### config.mk
export PLATFORM = sky130hd
export DESIGN_NAME = pi_hold_decoder
export DESIGN_NICKNAME = d
export VERILOG_FILES = /design/src/rtl/pi_hold_decoder.sv
export SDC_FILE = /design/constraint.sdc
export NUM_CORES = 1
export LEC_CHECK = 0
export ABC_AREA = 0
export ABC_CLOCK_PERIOD_IN_PS = 1910
export CORE_ASPECT_RATIO = 2
export CORE_MARGIN = 4
export CORE_UTILIZATION = 44
export DETAILED_ROUTE_END_ITERATION = 7
export GPL_TIMING_DRIVEN = 1
export HOLD_SLACK_MARGIN = 0.1
export PLACE_DENSITY = 0.74
export SYNTH_ARGS = -nofsm -noshare
export SYNTH_HDL_FRONTEND = slang
export SYNTH_SLANG_ARGS = --single-unit
export TNS_END_PERCENT = 50
### constraint.sdc
create_clock -name clk -period 1.91 [get_ports clk]
set_input_delay 0.191 -clock clk [delete_from_list [all_inputs] [get_ports clk]]
set_output_delay 0.191 -clock clk [all_outputs]
set_load 0.02 [all_outputs]
### src/rtl/pi_hold_decoder.sv
// pi_hold_decoder
//   Registered decoder and hold tracker for the priority-interrupt path.
//   It takes an encoded level (0 = highest priority) and issues a one-cycle
//   one-hot grant. A per-level "held" flop stays set until a dismiss retires
//   the highest-priority held level.
//
// Ports
//   clk         in   system clock, rising edge
//   CROBAR      in   asynchronous active-high reset
//   set_strobe  in   grant and hold the level on set_level this cycle
//   set_level   in   [0:2] encoded level to grant
//   dismiss     in   retire the highest-priority held level
//   clear_all   in   synchronous clear of all held levels (overrides all)
//   grant       out  [0:7] one-hot pulse of the level granted last cycle
//   hold        out  [0:7] held-level vector (bit 0 = highest priority)
//   any_held    out  OR of hold
//   cur_level   out  [0:2] index of highest-priority held level, 0 if none
//   dup_err     out  pulse: strobe hit a level that stays held
module pi_hold_decoder (
   input  logic       clk,
   input  logic       CROBAR,
   input  logic       set_strobe,
   input  logic [0:2] set_level,
   input  logic       dismiss,
   input  logic       clear_all,
   output logic [0:7] grant,
   output logic [0:7] hold,
   output logic       any_held,
   output logic [0:2] cur_level,
   output logic       dup_err
);

   logic [0:7] r_hold;
   logic [0:7] r_grant;
   logic       r_any_held;
   logic [0:2] r_cur_level;
   logic       r_dup_err;

   logic [0:7] w_dec;
   logic [0:7] w_dmask;
   logic       w_found;
   logic       w_dup_n;
   logic [0:7] w_hold_n;
   logic [0:7] w_grant_n;
   logic [0:2] w_cur_n;

   // Decode the requested level to one-hot.
   always_comb begin
      w_dec            = '0;
      w_dec[set_level] = 1'b1;
   end

   // One-hot of the lowest-index (highest-priority) held bit.
   always_comb begin
      w_dmask = '0;
      w_found = 1'b0;
      for (int unsigned i = 0; i < 8; i++) begin
         if (r_hold[i] && !w_found) begin
            w_dmask[i] = 1'b1;
            w_found    = 1'b1;
         end
      end
   end

   // Next-state: clear_all dominates; otherwise dismiss then set, so a set
   // on the bit being dismissed wins and re-grants it.
   always_comb begin
      w_dup_n   = set_strobe & r_hold[set_level]
                  & ~(dismiss & w_dmask[set_level]) & ~clear_all;
      w_hold_n  = '0;
      w_grant_n = '0;
      if (!clear_all) begin
         w_hold_n = (r_hold & ~(dismiss ? w_dmask : 8'b0))
                    | (set_strobe ? w_dec : 8'b0);
         if (set_strobe && !w_dup_n)
            w_grant_n = w_dec;
      end
   end

   // Priority-encode the next hold so cur_level is coherent with hold.
   // Scanning from the lowest priority upward leaves the lowest index.
   always_comb begin
      w_cur_n = '0;
      for (int unsigned i = 8; i > 0; i--) begin
         if (w_hold_n[i-1])
            w_cur_n = 3'(i - 1);
      end
   end

   always_ff @(posedge clk or posedge CROBAR) begin
      if (CROBAR) begin
         r_hold      <= '0;
         r_grant     <= '0;
         r_any_held  <= 1'b0;
         r_cur_level <= '0;
         r_dup_err   <= 1'b0;
      end else begin
         r_hold      <= w_hold_n;
         r_grant     <= w_grant_n;
         r_any_held  <= |w_hold_n;
         r_cur_level <= w_cur_n;
         r_dup_err   <= w_dup_n;
      end
   end

   assign grant     = r_grant;
   assign hold      = r_hold;
   assign any_held  = r_any_held;
   assign cur_level = r_cur_level;
   assign dup_err   = r_dup_err;

endmodule

==> run metrics <==
outcome=finished with violations; failing checks=negative setup slack; number of synthesized flops with an enable pin=0; DR vias=1,194; CTS buffer count=3; Final period util=1.031; routed wire length=3.618 mm; Max FO, Critical Path=7; Post-Place Setup Slack=-145.8 ps; vias in the first global route=1,305; synthesized-area fraction occupied by xor and xnor cells=0; CP max stage delay=580 ps; worst clock skew=2.004 ps; CTS max path bufs=2; clock sinks=21; Root Driver=clkbuf_8; CP Launch Type=flip-flop; port bufs=28; GP Congestion=0.8513; die span in x=44.70 um; via density per instance=6.030; Starting Density=0.4611; n_diodes=0; CP cell instances=or4_4 > o31a_1 > o2bb2ai_4 > o21bai_4 > a2111oi_4; Slew Limit Fails=0; Seq cells post-synth=21; placed cell area=1719 um2; crit-path leading delay family=compound AO/OA/AOI/OAI gates; combinational family with the most area after synthesis=compound AO/OA/AOI/OAI gates; asr flop ratio synth=1.000; DRC viols=0; VDD IR max=0.0005889 V; post-synthesis simple-gate area fraction=0.1996; P per Cell Area=550.1 nW/um2; initial antenna violation count=0; synthesized instance count=109; share of cells above drive strength 1=0.3176; max_slew headroom=0.6627; Hold Buf Count CTS=0; post-DP HPWL=2.875 mm; Lkg Pwr=0.8202 nW; Buf/Inv on CP=0; Worst Tran Pin Value=500.7 ps; Post-Syn Area per Cell=10.87 um2; post-synthesis mux area share=0.05913; Worst-path clk slew=70 ps; Primary FF master, synth=dfrtp_1; TritonRoute pass-1 iters=4; post-synthesis cell area=1185 um2; Power Total=0.9987 mW; Setup TNS=-123.3 ps; WL/cell=18.27 um; Compound-Gate Fraction of Synth Area=0.2429; Max Cap Violations=0; Synth cell types=44; largest net degree at the start of global routing=22; first-pass GRT wire length=5.906 mm; Hold WC Path Type=in2async; Crit. End Element=flip-flop; Final nets=179; Initial DRC Count=28; Hold Violations, Final=0; total grt overflow=0; H-tree levels=1; hold slack=264.4 ps; DIE AREA=3638 um2; cell area after layout=1815 um2; register area share after synthesis=0.4435; Setup-failing EPs final=5; Clock Latency Late Sink=250 ps; YS warnings=0; Final ANT Viol Nets=0; Crit path required time=2070 ps; die height=81.39 um; core area=2570 um2; adder-cell share of the synthesized area=0; syn_nets=117; TritonCTS clock tree=built; unrepaired setup endpoints after global routing=yes; fmax=507.6 MHz; Setup CP Type=reg2reg; Total GRT Usage=0.2158; Min Clock Period, post-route=1970 ps; final setup margin=-60.14 ps; std cell rows=26; I/O pin count=29; Area Growth Syn to Fin=53.22%; Arrival @ worst endpoint=2130 ps; Slowest-stage cell, CP=or4_4
cell families (layout without fill, tap and decap cells):
| logic type | count (synthesis) | count (layout) |
|---|---|---|
| AND/OR/NAND/NOR | 39 | 39 |
| buffers and inverters | 15 | 76 |
| flip-flops | 21 | 21 |
| AO/OA/AOI/OAI | 30 | 30 |
| multiplexers | 4 | 4 |
cells in the mapped netlist, drive strengths merged (2+ instances only):
cell type / count / area share
nor2: 4 / 0.013
nor2b: 3 / 0.016
inv: 11 / 0.035
or3: 2 / 0.011
nor3: 4 / 0.017
nand2b: 3 / 0.016
nand3b: 2 / 0.013
a2111oi: 2 / 0.046
o311ai: 2 / 0.015
nand2: 7 / 0.022
o32a: 3 / 0.025
nor4: 2 / 0.011
a21oi: 4 / 0.017
nor3b: 3 / 0.023
buf: 3 / 0.017
mux4: 2 / 0.041
a211oi: 5 / 0.032
o21ai: 5 / 0.021
dfrtp: 21 / 0.44
metrics by stage:
| stage | utilization | instances |
|---|---|---|
| global route | 0.7064 | 198 |
| CTS | 0.6923 | 198 |
| detailed placement | 0.6689 | 193 |
| floorplan | - | 109 |
| global placement | 0.6689 | 193 |
| finish | 0.7064 | 198 |
routing by layer:
metal / GRT usage / vias to the layer above / share of wire
li1: - / 532 / -
met1: 0.2053 / 583 / 0.33
met2: 0.4150 / 60 / 0.58
met3: 0.03104 / 19 / 0.050
met4: 0.1118 / 0 / 0.046
met5: 0 / - / 0
final timing paths:
| check | endpoint | cells after the start | from | slack (ps) |
|---|---|---|---|---|
| setup / recovery | grant[2] | 5 | hold[2] | -60 |
| hold / removal | grant[7] | 3 | CROBAR | 260 |
| setup reg to reg | grant[2] | 5 | hold[2] | -60 |
| hold reg to reg | hold[7] | 3 | hold[7] | 740 |
| max in group asynchronous | hold[2] | 3 | CROBAR | 1420 |
| min in group clk | dup_err | 2 | set_strobe | 630 |
flip-flops by register name (all words and copies together) (netlist names):
| signal | cells |
|---|---|
| cur_level | 3 |
| dup_err | 1 |
| grant | 8 |
| any_held | 1 |
| hold | 8 |
report_power, final:
part	leakage, nW	switching, mW	internal (mW)
combinational	0.513	0.123	0.120
clock	0.0228	0.136	0.148
sequential	0.285	0.0103	0.461
total	0.820	0.270	0.729
timing repair:
action                                  4_1_cts  5_1_grt
pin swaps                                     4        4
setup buffers                                 1        0
resized for setup                             2        8
endpoints found under the setup margin        4       10
worst min-delay path: stages:
cell and delay (ps):
clkdlybuf4s50_1 400, inv_1 50, buf_4 270
final cells by class:
cell class / count / area, um2
Clock buffer: 4 / 45.04
Fill cell: 200 / 754.5
Inverter: 11 / 41.29
Multi-Input combinational cell: 73 / 638.1
Sequential cell: 21 / 528.0
Tap cell: 28 / 35.03
Timing Repair Buffer: 61 / 528.0
cells in the final DEF (no fill, tap or decap), types with 2 or more instances in the layout:
| cell type | synthesis | routed |
|---|---|---|
| buf_4 | 0 | 33 |
| clkdlybuf4s50_1 | 0 | 28 |
| dfrtp_1 | 21 | 19 |
| inv_1 | 11 | 11 |
| nand2_1 | 7 | 7 |
| o21ai_0 | 5 | 4 |
| nor3_1 | 4 | 4 |
| a211oi_1 | 5 | 4 |
| a21oi_1 | 4 | 4 |
| nand2b_1 | 3 | 3 |
| nor2b_1 | 3 | 3 |
| o32a_1 | 3 | 3 |
| nor2_1 | 4 | 3 |
| clkbuf_8 | 0 | 3 |
| nand3b_1 | 2 | 2 |
| a2111oi_4 | 2 | 2 |
| nor3b_1 | 2 | 2 |
| dfrtp_2 | 0 | 2 |
Power figures use the tool's default switching activity.
==> RTL change (config.mk and constraints unchanged) <==
Put one more register stage on the output `dup_err`, cleared by the reset. The value now appears one clock later. The other outputs are not delayed to match.
--- a/src/rtl/pi_hold_decoder.sv
+++ b/src/rtl/pi_hold_decoder.sv
@@ -107,7 +107,13 @@
    assign hold      = r_hold;
    assign any_held  = r_any_held;
    assign cur_level = r_cur_level;
-   assign dup_err   = r_dup_err;
+   always_ff @(posedge clk or posedge CROBAR) begin
+      if (CROBAR) begin
+         dup_err <= '0;
+      end else begin
+         dup_err <= r_dup_err;
+      end
+   end
 
 endmodule
 
Formal check against the unedited RTL: not equivalent (Yosys sat finds a counterexample within 4 cycles, from zero or initial values).
==> RTL change against the original RTL <==
- total power fell by 0.82%
- final area down 6.5%
- clock skew decreased by 0.0013 ns
- area after synthesis increased by 0.84%
- worst setup slack better by 0.14 ns
- sequential cell count is 1 higher
- core utilization fell by 4.6 points
- count of clock-buffer cells in the layout decreased by 1
- routed wire length down 15%
- hold slack worse by 0.0026 ns
- critical endpoint is now grant[6]
- largest power group unchanged
- first-iteration DRC count fell by 14%
==> RTL change: results <==
{
  "dpl_cell_area_um2": 1640,
  "routed_via_density": 5.70,
  "drtIter0Drc": 24,
  "synth_area_leaders": "dfrtp_1, nor2_1, nand2b_1",
  "synth_area_per_cell_um2": 11.0,
  "clock_skew_ns": 0.000702,
  "ys_warn_count": 0,
  "grt_antenna_before_repair": 0,
  "insertion_delay_ns": 0.26,
  "leakagePower_nw": 0.751,
  "ys_seq_area_share_pct": 46.1,
  "relSlewSlack_pct": 74.8,
  "grt_pass1_vias": 1099,
  "ys_async_sr_fraction_pct": 100,
  "critPathMaxFanout": 5,
  "nets": 167,
  "root_buffer": "clkbuf_8",
  "syn_nets": 117,
  "post_cts.repair.setup_buffers": 0,
  "avgRoutedWirePerCell_um": 16.7,
  "synthTopCellsByCount": "dfrtp_1, nor2_1, inv_1, nand2_1, nand2b_1",
  "max_stage_delay_ns": 0.59,
  "cts_buffers": 3,
  "grt_pass1_wl_um": 4820,
  "grt_max_degree": 23,
  "diodes": 0,
  "ir_drop_mv": 0.410,
  "dr.pass1.iters": 6,
  "hpwlAfterDp_um": 2460,
  "drive_above_1_share_pct": 28.7,
  "hp-class": "in -> async",
  "grt_use_total_pct": 18.2,
  "clockBufferDepth": 2,
  "place_inst": 182,
  "io_buffer_count": 28,
  "arrival_ns": 2.02,
  "synth_top_flop_cell": "dfrtp_1",
  "ys_types": 48,
  "routed_wl_um": 3080,
  "outcome": "finished clean",
  "cp_slowest_cell": "mux4_1",
  "path_clk_slew_ns": 0.07,
  "place_congestion": 0.915,
  "postCtsHoldBufs": 0,
  "htreeDepth": 1
}
[RTL change: cell count changes after synthesis, moves of 3 or more]
cell	delta
inv_1	-4
o211ai_1	+3
a211oi_1	-5
nor2_1	+6
o21ai_0	-3
nor3_1	-3
[RTL change: layout make-up]
cell class,instances,area [um^2]
fill,209,872
inverter,10,37.5
sequential,22,551
clock buffer,3,41.3
tap,28,35.0
multi-input combinational,73,583
timing repair buffer,49,450
[RTL change: worst max-delay path: cells and delay by family]
kind	cells	cell delay, ns
buf+inv	1	0.58
compound gates	1	0.07
mux	2	0.89
simple gates	2	0.29
[RTL change: power by group]
group / internal (mW) / switching [mW]
clock network: 0.141 / 0.139
logic: 0.106 / 0.111
registers: 0.483 / 0.0105
[RTL change: logic make-up (layout without fill, tap and decap cells)]
family | Yosys count | count (layout) | share of synthesized area [%]
buf+inv | 14 | 62 | 6.60
flops | 22 | 22 | 46.1
simple gates | 46 | 46 | 24.0
mux | 4 | 4 | 6.28
compound gates | 23 | 23 | 17.1
[RTL change: routing by layer]
layer | GRT usage (%) | up-vias | share of wire [%]
li1 | - | 490 | -
met1 | 13.9 | 505 | 30
met2 | 38.2 | 42 | 61
met3 | 3.51 | 17 | 4.6
met4 | 9.68 | 0 | 3.9
met5 | 0 | - | 0
[RTL change: worst paths after layout]
check | startpoint | end | slack (ns) | cells after the start
max | set_level[2] | grant[6] | 0.08 | 6
min | CROBAR | grant[4] | 0.26 | 3
max reg2reg | hold[0] | grant[6] | 0.12 | 6
min reg2reg | r_dup_err | dup_err | 0.35 | 0
max in group asynchronous | CROBAR | hold[4] | 1.44 | 3
min in group clk | r_dup_err | dup_err | 0.35 | 0
[RTL change: stage by stage]
stage / setup slack [ns] / TNS, ns
final: 0.0770 / 0
after floorplan: 0.207 / 0
after global placement: -0.156 / -0.977
after detailed placement: -0.186 / -1.59
after global routing: -0.0189 / -0.0271
after CTS: 0.0854 / 0
[RTL change: repair_timing]
action / in CTS / in global routing
gates resized for setup: 0 / 3
endpoints found under the setup margin: 0 / 3
hold endpoints to repair: 0 / 0
